--- config.mk ---
export PLATFORM = sky130hd
export DESIGN_NAME = mux_stim_sequencer
export DESIGN_NICKNAME = d
export VERILOG_FILES = /design/src/rtl/mux_stim_sequencer_pkg.sv /design/src/rtl/mux_stim_sequencer_hold_counter.sv /design/src/rtl/mux_stim_sequencer.sv
export SDC_FILE = /design/constraint.sdc
export NUM_CORES = 1
export LEC_CHECK = 0
export ABC_CLOCK_PERIOD_IN_PS = 1600
export CAP_MARGIN = 30
export CORE_ASPECT_RATIO = 0.8
export CORE_MARGIN = 5
export CORE_UTILIZATION = 46
export CTS_CLUSTER_DIAMETER = 120
export CTS_CLUSTER_SIZE = 12
export DETAILED_ROUTE_END_ITERATION = 10
export PLACE_DENSITY = 0.75
export SLEW_MARGIN = 0
export SYNTH_ARGS = -nofsm -noshare
export SYNTH_HDL_FRONTEND = slang
export SYNTH_SLANG_ARGS = --single-unit
export TNS_END_PERCENT = 10
--- constraint.sdc ---
create_clock -name clk -period 1.6 [get_ports clk]
set_input_delay 0.24 -clock clk [delete_from_list [all_inputs] [get_ports clk]]
set_output_delay 0.24 -clock clk [all_outputs]
set_load 0.02 [all_outputs]
--- src/rtl/mux_stim_sequencer_pkg.sv ---
// mux_stim_sequencer_pkg: shared state encoding, widths and ideal mux function
package mux_stim_sequencer_pkg;
    localparam int VEC_IDX_W = 3;
    localparam int ERR_W     = 4;

    typedef enum logic [1:0] {
        ST_IDLE  = 2'd0,
        ST_DRIVE = 2'd1,
        ST_DONE  = 2'd2
    } state_e;

    function automatic logic exp_mux(input logic x, input logic y, input logic sel);
        return sel ? y : x;
    endfunction
endpackage

--- src/rtl/mux_stim_sequencer_hold_counter.sv ---
// mux_hold_counter: down-counter flagging the last edge of each vector hold
module mux_hold_counter #(
    parameter int HOLD_CYCLES = 1
) (
    input  logic clk,
    input  logic rst_n,
    input  logic load_i,
    input  logic en_i,
    output logic tc_o
);
    localparam logic [3:0] RELOAD = 4'(HOLD_CYCLES - 1);

    logic [3:0] cnt_q, cnt_d;

    // reload on load or terminal count, otherwise count down while enabled
    always_comb
        cnt_d = load_i ? RELOAD : !en_i ? cnt_q : (cnt_q == 4'd0) ? RELOAD : cnt_q - 4'd1;

    // counter register
    always_ff @(posedge clk or negedge rst_n)
        if (!rst_n) cnt_q <= 4'd0;
        else        cnt_q <= cnt_d;

    assign tc_o = en_i && (cnt_q == 4'd0);
endmodule

--- src/rtl/mux_stim_sequencer.sv ---
// mux_stim_sequencer: sweeps all mux input vectors and scores the mux response
module mux_stim_sequencer
    import mux_stim_sequencer_pkg::*;
#(
    parameter int NUM_VECTORS = 8,
    parameter int HOLD_CYCLES = 1
) (
    input  logic                   clk,
    input  logic                   rst_n,
    input  logic                   start,
    input  logic                   abort,
    input  logic                   z,
    output logic                   x,
    output logic                   y,
    output logic                   sel,
    output logic                   busy,
    output logic                   done,
    output logic [NUM_VECTORS-1:0] results,
    output logic [ERR_W-1:0]       err_count,
    output logic                   pass
);
    localparam logic [VEC_IDX_W-1:0] LAST_IDX = VEC_IDX_W'(NUM_VECTORS - 1);

    state_e                 state_q, state_d;
    logic [VEC_IDX_W-1:0]   idx_q, idx_d;
    logic [NUM_VECTORS-1:0] results_q, results_d;
    logic [ERR_W-1:0]       err_q, err_d;
    logic                   load, tc, exp_z;

    mux_hold_counter #(.HOLD_CYCLES(HOLD_CYCLES)) u_hold (
        .clk    (clk),
        .rst_n  (rst_n),
        .load_i (load),
        .en_i   (state_q == ST_DRIVE),
        .tc_o   (tc)
    );

    assign exp_z = exp_mux(idx_q[0], idx_q[1], idx_q[2]);

    // state, vector index and scoreboard registers
    always_ff @(posedge clk or negedge rst_n)
        if (!rst_n) begin
            state_q   <= ST_IDLE;
            idx_q     <= '0;
            results_q <= '0;
            err_q     <= '0;
        end else begin
            state_q   <= state_d;
            idx_q     <= idx_d;
            results_q <= results_d;
            err_q     <= err_d;
        end

    // next state: start launches a sweep outside DRIVE, abort cancels one inside
    always_comb begin
        state_d   = state_q;
        idx_d     = idx_q;
        results_d = results_q;
        err_d     = err_q;
        load      = 1'b0;
        if (state_q != ST_DRIVE) begin
            if (start) begin
                state_d   = ST_DRIVE;
                idx_d     = '0;
                results_d = '0;
                err_d     = '0;
                load      = 1'b1;
            end
        end else if (abort) begin
            state_d   = ST_IDLE;
            idx_d     = '0;
            results_d = '0;
            err_d     = '0;
            load      = 1'b1;
        end else if (tc) begin
            results_d[idx_q] = z;
            err_d            = (z != exp_z && err_q != '1) ? err_q + 1'b1 : err_q;
            state_d          = (idx_q == LAST_IDX) ? ST_DONE : ST_DRIVE;
            idx_d            = (idx_q == LAST_IDX) ? '0 : idx_q + 1'b1;
        end
    end

    // outputs decoded from state; mux inputs only driven during DRIVE
    always_comb begin
        busy = (state_q == ST_DRIVE);
        done = (state_q == ST_DONE);
        pass = done && (err_q == '0);
        x    = busy && idx_q[0];
        y    = busy && idx_q[1];
        sel  = busy && idx_q[2];
    end

    assign results   = results_q;
    assign err_count = err_q;
endmodule

==> qor.yml, run 1 <==
run_status:
  status: "finished with violations"
  violations: "setup timing"
clock_tree:
  clk_latency_ps: 300
  cts_tree: "built"
  h-tree-depth: 1
  cts_root_buf: "clkbuf_4"
  clock-sinks: 21
  clockBufferDepth: 2
  clk_pin_slew_ps: 120
  cts-buffers-inserted: 3
sta:
  hold_viol: 0
  clock_skew_ps: 7.00
  setup-violations-final: 11
  fin_crit_ps: 1740
  fin_crit_sh: 1.09
  worst_slew_pin_slew_ps: 286
  slew_viol_final: 0
  finalSetupTns_ps: -502
  whs_ps: 262
  rsz0062_at_grt: "yes"
  slew_headroom: 0.807
  fin_ws_ps: -140
  max_freq_mhz: 575
die:
  io_pins: 23
  core_area_um2: 2500
  rows: 16
  die_y_um: 56.3
  die_w_um: 67.9
  start_util: 0.493
  dieArea_um2: 3820
grt:
  grt_pass1_wl_um: 5190
  grt_max_degree: 22
  groute.usage.overall: 0.178
  grt_pass1_vias: 1120
  grt_antenna_before_repair: 0
  overflow: 0
synthesis:
  synth_top_family_by_area: "simple AND/OR/NAND/NOR gates"
  yosysSeqAreaShare: 0.426
  synth_compound_area_frac: 0.206
  synthesis.area_um2: 1230
  synth_seq_cells: 21
  ys_warn_count: 0
  synth_cell_type_count: 40
  synthXorXnorAreaFrac: 0.00710
  synth-simple-area-share: 0.225
  synth_nets: 146
  synthAdderAreaFrac: 0.0609
  muxShareOfSynthArea: 0.00811
  synth_area_per_cell_um2: 9.14
  synthCells: 135
pwr:
  irDropWorstVdd_v: 0.000460
  p_per_area_nw_per_um2: 749
  leakagePower_nw: 0.849
critical_path:
  worstSetupPathType: "reg2reg"
  critPathCaptureType: "flop"
  cp_max_fo: 3
  startpoint_type: "flop"
  cp_data_arrival_time_ps: 1970
  worstPathRequired_ps: 1830
  reg2reg_depth: 6
flow_run:
  drv_cap: 0
final_layout:
  fin_util: 0.706
  multi_input_area_um2: 683
  area_growth_pct: 43.1
  drive_above_1_share: 0.301
  final_cell_mix: "buf_4, dfrtp_1, nand2_1"
  fillCellCount: 196
  mostFrequentLayoutCell: "buf_4"
  regArea_um2: 526
  num-nets-final: 198
  final_area_um2: 1770
  antenna_cells: 0
placement:
  pre_cts_ws_ps: -222
  gp_congestion: 0.884
  placed_area_um2: 1670
  hpwl_um: 2300
  portBuffers: 22
route:
  wirelength_um: 3090
  routed_via_density: 5.28
  firstDrtPassIters: 4
  drtIter0Drc: 120
  drt-wirelength-per-cell_um: 13.9
  drc: 0
  vias: 1172
  postRouteAntennaNets: 0
min_path:
  hp-class: "in2async"
-- layout make-up --
type / count / share of cell area
well taps: 36 / 0.0255
flip-flops and latches: 21 / 0.298
multi-input cells: 97 / 0.387
repair buffers: 54 / 0.254
clock buffers: 4 / 0.0149
inverters: 10 / 0.0213
-- cell families (layout without fill, tap and decap cells) --
logic type,count (synthesis),after routing
buf+inv,17,68
flops,21,21
fa+ha+maj,6,6
mux,1,1
compound gates,41,41
xor+xnor,1,1
simple gates,48,48
-- worst max-delay path, cell delays in order (launching register included) --
cell and delay, ps:
dfrtp_1 410, inv_2 90, ha_4 130, nor3b_4 250, nand2_2 90, or4_1 520, o211ai_1 180
-- sequential cells by signal, summed over array words and instances (netlist names) --
| signal | count |
|---|---|
| state_q | 2 |
| err_count | 4 |
| u_hold.cnt_q | 4 |
| results | 8 |
| idx_q | 3 |
-- worst paths after layout --
check                                start      endpoint  slack [ps]
max                        u_hold.cnt_q[1]  err_count[3]        -140
min                                  rst_n      idx_q[1]         260
max reg2reg                u_hold.cnt_q[1]  err_count[3]        -140
min reg2reg                     results[5]    results[5]         520
max in group asynchronous            rst_n    results[5]        1120
min in group clk                results[5]    results[5]         520
-- synthesized netlist by cell type (all sizes together) --
| cell | count | area [µm²] |
|---|---|---|
| and2b | 1 | 7.51 |
| o2111ai | 1 | 8.76 |
| a21oi | 9 | 45.0 |
| o311ai | 1 | 8.76 |
| ha | 6 | 75.1 |
| and3 | 1 | 6.26 |
| nor2b | 3 | 21.3 |
| or3 | 1 | 6.26 |
| o22ai | 7 | 50.1 |
| or3b | 1 | 8.76 |
| o31ai | 1 | 7.51 |
| nand2 | 16 | 62.6 |
| a31o | 1 | 8.76 |
| buf | 5 | 37.5 |
| nand3b | 1 | 7.51 |
| o2bb2ai | 1 | 8.76 |
| a21o | 2 | 15.0 |
| clkbuf | 2 | 7.51 |
| o21ai | 15 | 75.1 |
| nor3b | 2 | 31.3 |
| o211a | 1 | 10.0 |
| nor2 | 5 | 26.3 |
| and2 | 3 | 18.8 |
| a2bb2oi | 1 | 8.76 |
| dfrtp | 21 | 526 |
| o211ai | 1 | 7.51 |
| nand3 | 4 | 20.0 |
| or4 | 1 | 7.51 |
| nor4b | 1 | 8.76 |
| inv | 10 | 37.5 |
| mux2i | 1 | 10.0 |
| xor2 | 1 | 8.76 |
| nand2b | 4 | 25.0 |
| nor3 | 4 | 20.0 |
-- through the flow --
| step | cells | total power [W] |
|---|---|---|
| after floorplan | 135 | 0.000853 |
| after global placement | 213 | 0.00105 |
| after detailed placement | 213 | 0.00107 |
| after CTS | 217 | 0.00132 |
| after global routing | 222 | 0.00142 |
| final | 222 | 0.00132 |
-- metal layers --
layer	global-route usage	vias up	wire, µm
li1	-	580	-
met1	0.224	553	1250
met2	0.304	35	1660
met3	0.0419	4	143
met4	0.0453	0	37
met5	0	-	0
-- what timing repair did --
action,CTS,global route
hold buffers,0,0
pin swaps,3,4
endpoints found under the setup margin,24,25
gates resized for setup,31,15
setup buffers,0,5
gates cloned,0,0
-- power breakdown --
part / leakage (nW) / switching [W] / internal, W
logic: 0.547 / 0.000255 / 0.000219
registers: 0.287 / 0.0000267 / 0.000565
clock network: 0.0150 / 0.000159 / 0.0000972
total: 0.849 / 0.000441 / 0.000881
No activity file was read; power rests on OpenSTA's default activity.
==> run 2: changes to the inputs <==
CORE_UTILIZATION = 50   (was 46)
DONT_BUFFER_PORTS = 1   (was unset)
PLACE_DENSITY = 0.68   (was 0.75)
==> run 2 against run 1 <==
Net effect:
- the run still ends with setup timing left
- core utilization decreased by 2.5 points
- clock skew up 3.9 ps
- global-route usage up 0.81 points
- hold slack got worse by 180 ps
- fmax grew 5.3%
- critical path depth grew 3
- clock-buffer cell count is 1 lower
- register-to-register slack improved by 90 ps
- first-iteration DRC count is 21% lower
- non-clock buffer count decreased by 18
- largest cell class unchanged
==> qor.yml, run 2 (same netlist as run 1, synthesis figures left out) <==
run_status:
  status: "finished with violations"
  violations: "setup timing"
min_path:
  hp-class: "in2reg"
  min_to: "state_q[0]"
  min_from: "abort"
  worstHoldPathCells: 2
route:
  vias: 1115  # -4.9%
  wirelength_um: 3140  # +1.6%
  postRouteAntennaNets: 0  # unchanged
  drc: 0  # unchanged
  routed_via_density: 5.72  # +8.3%
  drt-wirelength-per-cell_um: 16.1  # +16%
  firstDrtPassIters: 4  # unchanged
  drtIter0Drc: 95  # -21%
pwr:
  p_comb_frac: 0.339  # -0.019
  p_int_w: 0.000860  # -2.4%
  leakagePower_nw: 0.773  # -9.0%
  p_clk_frac: 0.204  # +0.010
  p_per_area_nw_per_um2: 805  # +7.5%
  irDropWorstVdd_v: 0.000466  # +1.3%
  seqPwrFrac: 0.457  # +0.009
  power_w: 0.00132  # -0.45%
  p_sw_w: 0.000456  # +3.5%
  switching_share: 0.347  # +0.0131
critical_path:
  cp_data_arrival_time_ps: 1910  # -60 ps
  cp_slowest_cell: "dfrtp_1"
  cp_top_family: "simple AND/OR/NAND/NOR gates"
  crit_chain: "inv_1 > ha_4 > nor3b_4 > buf_6 > buf_4 > buf_6 > nand2b_4 > nor4b_4 > a21o_1"
  reg2reg_depth: 9  # +3
  path_buf_inv: 4  # +3
  critPathMaxStageDelay_ps: 360  # -160 ps
  critPathCaptureType: "flop"
  cp_max_fo: 3  # unchanged
  r2r_start: "u_hold.cnt_q[1]"
  r2r-end: "u_hold.cnt_q[2]"
  critPathMostFrequentCell: "buf_6"
  worstPathRequired_ps: 1860  # +30 ps
  r2r_slack_ps: -50  # +90 ps
  worstSetupPathType: "reg2reg"
  startpoint_type: "flop"
die:
  rows: 16  # unchanged
  core_area_um2: 2400  # -4.0%
  start_util: 0.514  # +0.0205
  die_y_um: 54.4  # -3.4%
  io_pins: 23  # unchanged
  dieArea_um2: 3570  # -6.7%
  die_w_um: 65.5  # -3.5%
flow_run:
  drv_cap: 0  # unchanged
placement:
  hpwl_um: 2130  # -7.5%
  portBuffers: 0  # -100%
  dp_cells: 179  # -16%
  gp_congestion: 0.799  # -9.6%
clock_tree:
  cts_root_buf: "clkbuf_4"
  clk_pin_slew_ps: 120  # about the same
  cts_tree: "built"
  clk_latency_ps: 320  # +20 ps
  clockBufferDepth: 2  # unchanged
  cts-buffers-inserted: 3  # unchanged
  h-tree-depth: 1  # unchanged
  clock-sinks: 21  # unchanged
final_layout:
  final_cell_mix: "buf_4, dfrtp_1, nand2_1"
  regArea_um2: 526  # unchanged
  area_growth_pct: 32.6
  fillCellCount: 183  # -6.6%
  drive_above_1_share: 0.351  # +0.0501
  fin_cells: 195  # -12%
  largest_register_ffs: 8  # unchanged
  num-nets-final: 180  # -9.1%
  antenna_cells: 0  # unchanged
  mostFrequentLayoutCell: "buf_4"
  multi_input_area_um2: 708  # +3.7%
sta:
  fin_crit_sh: 1.03  # -0.0545
  setup-violations-final: 3  # -8
  hold_viol: 0  # unchanged
  worst_slew_pin_slew_ps: 399  # +113 ps
  fin_ws_ps: -52.5  # +87.2 ps
  slew_headroom: 0.734  # -0.0727
  slew_viol_final: 0  # unchanged
  rsz0062_at_grt: "yes"
  max_freq_mhz: 605  # +5.3%
  clock_skew_ps: 10.9  # +3.91 ps
  fin_crit_ps: 1650  # -87.2 ps
grt:
  grt_antenna_before_repair: 0  # unchanged
  grt_pass1_wl_um: 4940  # -4.8%
  groute.usage.overall: 0.186  # +0.00806
  grt_pass1_vias: 1097  # -2.1%
  grt_max_degree: 22  # unchanged
  overflow: 0  # unchanged
==> run 2: changes by cell type in the layout (fill, tap and decap cells not counted), moves of 3 or more <==
cell and delta:
clkdlybuf4s50_1 -11, buf_2 -5, dlygate4sd2_1 -5, and2_1 -3, buf_6 +5, and2_4 +3
==> run 2: metal layers <==
metal	part of all wire	global-route usage	wire length [µm]	up-vias
li1	-	-	-	546
met1	0.43	0.226	1360	525
met2	0.49	0.326	1530	36
met3	0.066	0.0554	206	8
met4	0.016	0.0552	51	0
met5	0	0	0	-
==> run 2: stage by stage <==
stage	TNS (ps)	setup WS, ps	hold WS (ps)	util	instance area (µm²)
final	-114	-52.5	80.6	0.681	1640
after global routing	-741	-133	73.7	0.681	1640
after CTS	-15.5	-13.0	70.3	0.628	1510
after detailed placement	-181	-53.5	-55.0	0.584	1400
after global placement	0	6.86	-55.0	0.584	1400
after floorplan	0	2.93	-55.6	-	1230
==> run 2: cell type report <==
type | count | area share
Clock buffer | 3 | 0.0138
Clock inverter | 1 | 0.00306
Inverter | 10 | 0.0230
Multi-Input combinational cell | 97 | 0.433
Sequential cell | 21 | 0.321
Tap cell | 27 | 0.0207
Timing Repair Buffer | 36 | 0.185
==> run 2: power by group through the flow <==
stage	Clock (W)	Sequential (W)	Combinational, W
after global placement	0	0.000606	0.000353
after detailed placement	0	0.000609	0.000366
final	0.000269	0.000602	0.000446
after floorplan	0	0.000636	0.000217
after CTS	0.000279	0.000601	0.000401
after global routing	0.000305	0.000605	0.000492
==> run 2: worst max path at each step <==
stage	start	to	slack, ps	cells after the start
2_1_floorplan	u_hold.cnt_q[0]	err_count[3]	3	6
3_3_place_gp	state_q[1]	results[7]	7	5
3_5_place_dp	u_hold.cnt_q[0]	err_count[3]	-50	6
4_1_cts	state_q[1]	y	-10	3
5_1_grt	u_hold.cnt_q[1]	err_count[3]	-130	7
6_report	u_hold.cnt_q[1]	u_hold.cnt_q[2]	-50	9
==> run 2: worst reg2reg max path: stages (launching register included) <==
cell	delay [ps]
dfrtp_1	360
inv_1	80
ha_4	160
nor3b_4	140
buf_6	120
buf_4	120
buf_6	110
nand2b_4	150
nor4b_4	250
a21o_1	110
==> run 2: what timing repair did <==
action,4_1_cts,5_1_grt
endpoints found under the setup margin,13,22
pin swaps,1,1
setup buffers,4,6
hold buffers,1,0
hold endpoints to repair,21,0
gates resized for setup,10,25
